==> src/rtl/midi_pkg.sv <==
// Shared definitions for the MIDI voice allocator.
//   - MIDI status-field constants (message-type bits [6:4] of the status byte)
//   - CC number for "All Notes Off"
//   - event classification enum and allocator FSM state enum
//   - classify(): maps a latched message triple to an event type
package midi_pkg;

  localparam logic [3:0] MIDI_NOTE_OFF    = 4'd0;
  localparam logic [3:0] MIDI_NOTE_ON     = 4'd1;
  localparam logic [3:0] MIDI_CC          = 4'd3;
  localparam logic [6:0] CC_ALL_NOTES_OFF = 7'd123;

  typedef enum logic [1:0] {
    EV_NONE,
    EV_ON,
    EV_OFF,
    EV_ALL_OFF
  } ev_type_e;

  typedef enum logic [1:0] {
    ST_IDLE,
    ST_SCAN,
    ST_APPLY
  } state_e;

  // Note-on with velocity 0 is the running-status idiom for note-off.
  function automatic ev_type_e classify(input logic [3:0] status,
                                        input logic [6:0] byte1,
                                        input logic [6:0] byte2);
    ev_type_e ev;
    ev = EV_NONE;
    case (status)
      MIDI_NOTE_ON:  ev = (byte2 != 7'd0) ? EV_ON : EV_OFF;
      MIDI_NOTE_OFF: ev = EV_OFF;
      MIDI_CC:       ev = (byte1 == CC_ALL_NOTES_OFF) ? EV_ALL_OFF : EV_NONE;
      default:       ev = EV_NONE;
    endcase
    return ev;
  endfunction

endpackage

==> src/rtl/midi_voice_allocator.sv <==
// Polyphonic voice allocator.
// Takes decoded MIDI channel messages and maintains a table of NUM_VOICES
// voices: note-on allocates (match -> retrigger, else first free voice, else
// steal the oldest), note-off releases the matching voice, CC 123 gates off
// all voices. The table is walked one voice per cycle (SCAN), then updated
// in a single APPLY cycle.
//
// Ports:
//   clk_in, rst_in       clock, async active-low reset
//   status_in            message type (status byte bits [6:4], zero-extended)
//   data_byte1_in/2_in   note/controller number, velocity/value
//   valid_in             level; its rising edge is the event
//   voice_active_out     per-voice gate
//   voice_note_out       per-voice note number
//   voice_vel_out        per-voice velocity
//   voice_trig_out       one-cycle (re)trigger pulse per voice
//   busy_out             high during SCAN/APPLY
//   dropped_out          sticky: an event edge arrived while busy
module midi_voice_allocator
  import midi_pkg::*;
#(
  parameter int NUM_VOICES = 4,
  parameter int AGE_W      = 4
) (
  input  logic                       clk_in,
  input  logic                       rst_in,
  input  logic [3:0]                 status_in,
  input  logic [7:0]                 data_byte1_in,
  input  logic [7:0]                 data_byte2_in,
  input  logic                       valid_in,
  output logic [NUM_VOICES-1:0]      voice_active_out,
  output logic [NUM_VOICES-1:0][6:0] voice_note_out,
  output logic [NUM_VOICES-1:0][6:0] voice_vel_out,
  output logic [NUM_VOICES-1:0]      voice_trig_out,
  output logic                       busy_out,
  output logic                       dropped_out
);

  localparam int                IDX_W    = (NUM_VOICES > 1) ? $clog2(NUM_VOICES) : 1;
  localparam logic [IDX_W-1:0]  LAST_IDX = IDX_W'(NUM_VOICES - 1);
  localparam logic [AGE_W-1:0]  AGE_MAX  = '1;

  state_e state_q, state_d;

  // Event capture
  logic     valid_prev_q;
  logic     rise;
  ev_type_e ev_class;
  ev_type_e ev_q;
  logic [6:0] ev_note_q, ev_vel_q;
  logic     dropped_q;

  // Voice table
  logic [NUM_VOICES-1:0]            active_q, active_d;
  logic [NUM_VOICES-1:0][6:0]       note_q, note_d;
  logic [NUM_VOICES-1:0][6:0]       vel_q, vel_d;
  logic [NUM_VOICES-1:0][AGE_W-1:0] age_q, age_d;
  logic [NUM_VOICES-1:0]            trig_q, trig_d;

  // Scan results
  logic [IDX_W-1:0] scan_idx_q;
  logic             match_found_q, free_found_q, old_found_q;
  logic [IDX_W-1:0] match_idx_q, free_idx_q, old_idx_q;
  logic             hit_match, hit_free, hit_old;
  logic [IDX_W-1:0] tgt;

  // Data bit 7 is always 0 in a legal MIDI data byte.
  logic unused_bits;
  assign unused_bits = data_byte1_in[7] ^ data_byte2_in[7];

  assign rise     = valid_in & ~valid_prev_q;
  assign ev_class = classify(status_in, data_byte1_in[6:0], data_byte2_in[6:0]);

  // ---------------- FSM: state register ----------------
  always_ff @(posedge clk_in or negedge rst_in) begin
    if (!rst_in) state_q <= ST_IDLE;
    else         state_q <= state_d;
  end

  // ---------------- FSM: next state ----------------
  always_comb begin
    state_d = state_q;
    case (state_q)
      ST_IDLE: begin
        // Unrecognised messages are accepted but never leave IDLE.
        if (rise && ev_class != EV_NONE)
          state_d = (ev_class == EV_ALL_OFF) ? ST_APPLY : ST_SCAN;
      end
      ST_SCAN:  if (scan_idx_q == LAST_IDX) state_d = ST_APPLY;
      ST_APPLY: state_d = ST_IDLE;
      default:  state_d = ST_IDLE;
    endcase
  end

  // ---------------- FSM: outputs ----------------
  always_comb begin
    busy_out = (state_q != ST_IDLE);
  end

  // ---------------- Event latch / drop flag ----------------
  always_ff @(posedge clk_in or negedge rst_in) begin
    if (!rst_in) begin
      valid_prev_q <= 1'b0;
      ev_q         <= EV_NONE;
      ev_note_q    <= '0;
      ev_vel_q     <= '0;
      dropped_q    <= 1'b0;
    end else begin
      valid_prev_q <= valid_in;
      if (rise && state_q == ST_IDLE) begin
        ev_q      <= ev_class;
        ev_note_q <= data_byte1_in[6:0];
        ev_vel_q  <= data_byte2_in[6:0];
      end
      if (rise && state_q != ST_IDLE) dropped_q <= 1'b1;
    end
  end

  // ---------------- Scan compare ----------------
  // Ages are frozen during SCAN, so the running oldest can be compared
  // against the table entry it points to instead of a separate copy.
  always_comb begin
    hit_match = active_q[scan_idx_q] && (note_q[scan_idx_q] == ev_note_q) && !match_found_q;
    hit_free  = !active_q[scan_idx_q] && !free_found_q;
    hit_old   = active_q[scan_idx_q] &&
                (!old_found_q || (age_q[scan_idx_q] > age_q[old_idx_q]));
  end

  always_ff @(posedge clk_in or negedge rst_in) begin
    if (!rst_in) begin
      scan_idx_q    <= '0;
      match_found_q <= 1'b0;
      free_found_q  <= 1'b0;
      old_found_q   <= 1'b0;
      match_idx_q   <= '0;
      free_idx_q    <= '0;
      old_idx_q     <= '0;
    end else if (state_q == ST_IDLE) begin
      scan_idx_q    <= '0;
      match_found_q <= 1'b0;
      free_found_q  <= 1'b0;
      old_found_q   <= 1'b0;
    end else if (state_q == ST_SCAN) begin
      scan_idx_q <= scan_idx_q + IDX_W'(1);
      if (hit_match) begin
        match_found_q <= 1'b1;
        match_idx_q   <= scan_idx_q;
      end
      if (hit_free) begin
        free_found_q <= 1'b1;
        free_idx_q   <= scan_idx_q;
      end
      if (hit_old) begin
        old_found_q <= 1'b1;
        old_idx_q   <= scan_idx_q;
      end
    end
  end

  // ---------------- Apply ----------------
  always_comb begin
    tgt = match_found_q ? match_idx_q : (free_found_q ? free_idx_q : old_idx_q);
  end

  always_comb begin
    active_d = active_q;
    note_d   = note_q;
    vel_d    = vel_q;
    age_d    = age_q;
    trig_d   = '0;
    if (state_q == ST_APPLY) begin
      case (ev_q)
        EV_ALL_OFF: active_d = '0;
        EV_ON: begin
          for (int i = 0; i < NUM_VOICES; i++) begin
            if (IDX_W'(i) == tgt) begin
              active_d[i] = 1'b1;
              note_d[i]   = ev_note_q;
              vel_d[i]    = ev_vel_q;
              age_d[i]    = '0;
              trig_d[i]   = 1'b1;
            end else if (active_q[i] && age_q[i] != AGE_MAX) begin
              age_d[i] = age_q[i] + AGE_W'(1);
            end
          end
        end
        EV_OFF: if (match_found_q) active_d[match_idx_q] = 1'b0;
        default: ;
      endcase
    end
  end

  always_ff @(posedge clk_in or negedge rst_in) begin
    if (!rst_in) begin
      active_q <= '0;
      note_q   <= '0;
      vel_q    <= '0;
      age_q    <= '0;
      trig_q   <= '0;
    end else begin
      active_q <= active_d;
      note_q   <= note_d;
      vel_q    <= vel_d;
      age_q    <= age_d;
      trig_q   <= trig_d;
    end
  end

  assign voice_active_out = active_q;
  assign voice_note_out   = note_q;
  assign voice_vel_out    = vel_q;
  assign voice_trig_out   = trig_q;
  assign dropped_out      = dropped_q;

endmodule

==> config.mk <==
export PLATFORM = sky130hd
export DESIGN_NAME = midi_voice_allocator
export DESIGN_NICKNAME = d
export VERILOG_FILES = /design/src/rtl/midi_pkg.sv /design/src/rtl/midi_voice_allocator.sv
export SDC_FILE = /design/constraint.sdc
export NUM_CORES = 1
export LEC_CHECK = 0
export ABC_AREA = 1
export BUFFER_PORTS_ARGS = -buffer_cell sky130_fd_sc_hd__buf_2
export CAP_MARGIN = 20
export CORE_ASPECT_RATIO = 0.5
export CORE_UTILIZATION = 45
export CTS_CLUSTER_SIZE = 24
export DETAILED_ROUTE_END_ITERATION = 8
export GPL_ROUTABILITY_DRIVEN = 1
export PLACE_DENSITY = 0.66
export SETUP_SLACK_MARGIN = 0.2
export SYNTH_ARGS = -nofsm -noshare
export SYNTH_HDL_FRONTEND = slang
export SYNTH_SLANG_ARGS = --single-unit
==> constraint.sdc <==
create_clock -name clk_in -period 4.65 [get_ports clk_in]
set_clock_uncertainty 0.05 [all_clocks]
set_input_delay 0.6975 -clock clk_in [delete_from_list [all_inputs] [get_ports clk_in]]
set_output_delay 0.6975 -clock clk_in [all_outputs]
set_load 0.02 [all_outputs]
==> results.json <==
{
  "drtIter0Drc": 260,
  "cts.clk_slew.worst_paths_ns": 0.08,
  "instances_no_fill": 918,
  "timing.critical_path.fanout_max": 26,
  "start_util_pct": 46.7,
  "antenna_found_initial": 0,
  "groute.usage.overall_pct": 22.3,
  "timing_max_transition_violations_final": 0,
  "critical_path_required_ns": 4.84,
  "clock_tree.htree_level_count": 3,
  "dpl_worst_slack_ns": 2.04,
  "clkSinkCount": 111,
  "worst_skew_pair.late_latency_ns": 0.36,
  "run_status": "completed",
  "worst_ir_drop_vdd_uv": 206,
  "critPathCaptureType": "flop",
  "avgRoutedWirePerCell_um": 14.7,
  "grt-ovfl-total": 0,
  "max_slew.worst_pin.slew_ns": 0.903,
  "count_of_unresolved_drc_violations_after_routing": 0,
  "synth_instances": 670,
  "timing.final.setup_violations": 0,
  "cap_viol_max_count": 0,
  "postSynthAreaPerCell_um2": 8.30,
  "vias": 4699,
  "ys_top_cells_by_area": "sky130_fd_sc_hd__dfrtp_1, sky130_fd_sc_hd__nand2_1, sky130_fd_sc_hd__o21ai_0",
  "total_half_perimeter_wirelength_after_legalization_and_detailed_placement_mm": 9.68,
  "synth_mux_area_share_pct": 0,
  "routed_wirelength_mm": 13.5,
  "proportion_of_synthesized_chip_area_in_sequential_cells_pct": 49.9,
  "tns_ns": 0,
  "finalHoldViolCount": 0,
  "finalNetCount": 783,
  "cts_made_buffers": 9,
  "dpl.cell_count": 902,
  "route.antenna.remaining_nets": 0,
  "dr.pass1.iters": 5,
  "final_cell_mix": "sky130_fd_sc_hd__nand2_1, sky130_fd_sc_hd__dfrtp_1, sky130_fd_sc_hd__o21ai_0",
  "avgViaCountPerCell": 5.12,
  "portBuffers": 86,
  "largest_net_degree_at_the_start_of_global_routing": 43,
  "clk_path_buf_depth": 2,
  "grt_first_pass_wirelength_mm": 22.4,
  "crit_type": "reg -> reg",
  "final.period_utilization_pct": 57.3,
  "dieArea_mm2": 0.0128,
  "worst_relative_slew_slack_pct": 39.8,
  "synth.ff_latch_count": 111,
  "num_antenna_cells": 0,
  "period_minus_slack_ns": 2.67,
  "critPathArrivalTime_ns": 2.85,
  "synth_fa_ha_area_share_pct": 2.70,
  "crit_path_start_kind": "flop",
  "coreArea_mm2": 0.0119,
  "fmax_ghz": 0.375,
  "netlist-cell-type-count": 36,
  "fp.dieW_um": 159,
  "cts_setup_buffers": 0,
  "combinational_family_with_the_most_area_after_synthesis": "simple AND/OR/NAND/NOR gates",
  "post-route-worst-setup-slack_ns": 1.98,
  "synth-simple-area-share_pct": 23.7,
  "clk_root_buffer_cell": "sky130_fd_sc_hd__clkbuf_16",
  "post_cts_resize_count": 0,
  "final_common_cell": "sky130_fd_sc_hd__nand2_1",
  "grt_setup_unrepaired": "no",
  "tritoncts": "done",
  "top_ports": 89,
  "synth_fp_nets": 705,
  "globalplace.congestion": 0.861,
  "synth.cell_area_mm2": 0.00556,
  "synth-compound-area-share_pct": 15.8,
  "cellPowerDensity_mw_per_mm2": 445,
  "cts_hold_buffers": 0,
  "syn2layout_area_growth_pct": 14.9,
  "vias_in_the_first_global_route": 4439,
  "xor_and_xnor_fraction_of_the_mapped_netlist_area_pct": 0,
  "post_route_cells_drive_above_1_share_pct": 19.9,
  "placementRows": 28,
  "power_mw": 2.84,
  "die_h_um": 80.6,
  "yosys_warnings": 0,
  "worstHoldPathType": "in -> async",
  "post-synth-top-area-cell": "sky130_fd_sc_hd__dfrtp_1",
  "synth_top_area_share_pct": 49.9,
  "leakagePower_nw": 3.19
}
==> layer usage <==
layer | track usage [%] | wire length, um
met4 | 5.29 | 153
met3 | 5.63 | 641
met5 | 0 | 0
met2 | 38.3 | 6380
met1 | 28.5 | 6360
==> where the power goes <==
part | switching (mW) | internal (mW)
registers | 0.144 | 1.06
logic | 0.573 | 0.252
clock network | 0.421 | 0.393
==> cell usage after synthesis, drive strengths merged <==
| cell type | count |
|---|---|
| a21o | 1 |
| a21oi | 40 |
| and3 | 2 |
| buf | 18 |
| clkbuf | 4 |
| clkinv | 1 |
| dfrtp | 111 |
| ha | 12 |
| inv | 70 |
| nand2 | 192 |
| nand3 | 57 |
| nand4 | 4 |
| nor2 | 22 |
| nor3 | 8 |
| o211ai | 2 |
| o21a | 1 |
| o21ai | 122 |
| o22ai | 2 |
| o311ai | 1 |
==> metrics by stage <==
stage          hold slack [ns]  instance area [um^2]  util [%]
5_1_grt                  0.293                  6390      53.7
4_1_cts                  0.269                  6390      53.7
2_1_floorplan            0.352                  5560         -
6_report                 0.249                  6390      53.7
3_5_place_dp             0.392                  6070      50.9
3_3_place_gp             0.384                  6070      50.9
==> registers in the layout (all words and copies together), names as in the netlist <==
register and flops:
voice_note_out 28, voice_vel_out 28, age_q 16, ev_note_q 7, ev_vel_q 7, voice_active_out 4, voice_trig_out 4, ev_q 2
free_idx_q 2, match_idx_q 2, old_idx_q 2, scan_idx_q 2, state_q 2, dropped_out 1, free_found_q 1, match_found_q 1
old_found_q 1, valid_prev_q 1
==> logic make-up (layout without fill, tap and decap cells) <==
| family | Yosys count | in the layout |
|---|---|---|
| AND/OR/NAND/NOR | 285 | 285 |
| AO/OA/AOI/OAI | 169 | 169 |
| flip-flops | 111 | 111 |
| buffers and inverters | 93 | 176 |
| adder cells (fa/ha/maj) | 12 | 12 |
==> worst paths after layout <==
kind                                                start                        endpoint  slack (ns)  cells past startpoint
worst min-delay path                               rst_in            age_q[3]$_DFFE_PN0P_        0.25                      1
min in group clk_in                              valid_in          valid_prev_q$_DFF_PN0_        0.40                      1
worst min register to register    dropped_out$_DFFE_PN0P_         dropped_out$_DFFE_PN0P_        0.41                      1
max in group asynchronous                          rst_in  voice_note_out[18]$_DFFE_PN0P_        3.39                      2
worst max register to register  scan_idx_q[0]$_DFFE_PN0P_        old_idx_q[0]$_DFFE_PN0P_        1.98                     11
worst max-delay path            scan_idx_q[0]$_DFFE_PN0P_        old_idx_q[0]$_DFFE_PN0P_        1.98                     11
==> area by class of cell <==
class | count | area (um^2)
fillers | 1150 | 5520
inverters | 71 | 279
multi-input cells | 466 | 2350
flip-flops and latches | 111 | 2780
repair buffers | 89 | 455
well taps | 165 | 206
clock buffers | 9 | 225
clock inverters | 7 | 100
==> worst max-delay path: stages (launching register included) <==
cell	delay, ns
sky130_fd_sc_hd__dfrtp_1	0.94
sky130_fd_sc_hd__inv_8	0.20
sky130_fd_sc_hd__o21ai_0	0.22
sky130_fd_sc_hd__o22ai_1	0.09
sky130_fd_sc_hd__ha_1	0.30
sky130_fd_sc_hd__nand2_1	0.07
sky130_fd_sc_hd__o21ai_0	0.14
sky130_fd_sc_hd__o21ai_0	0.13
sky130_fd_sc_hd__nand2_1	0.08
sky130_fd_sc_hd__nand4_1	0.14
sky130_fd_sc_hd__nand2_1	0.09
sky130_fd_sc_hd__o21ai_0	0.08
Power figures use the tool's default switching activity.
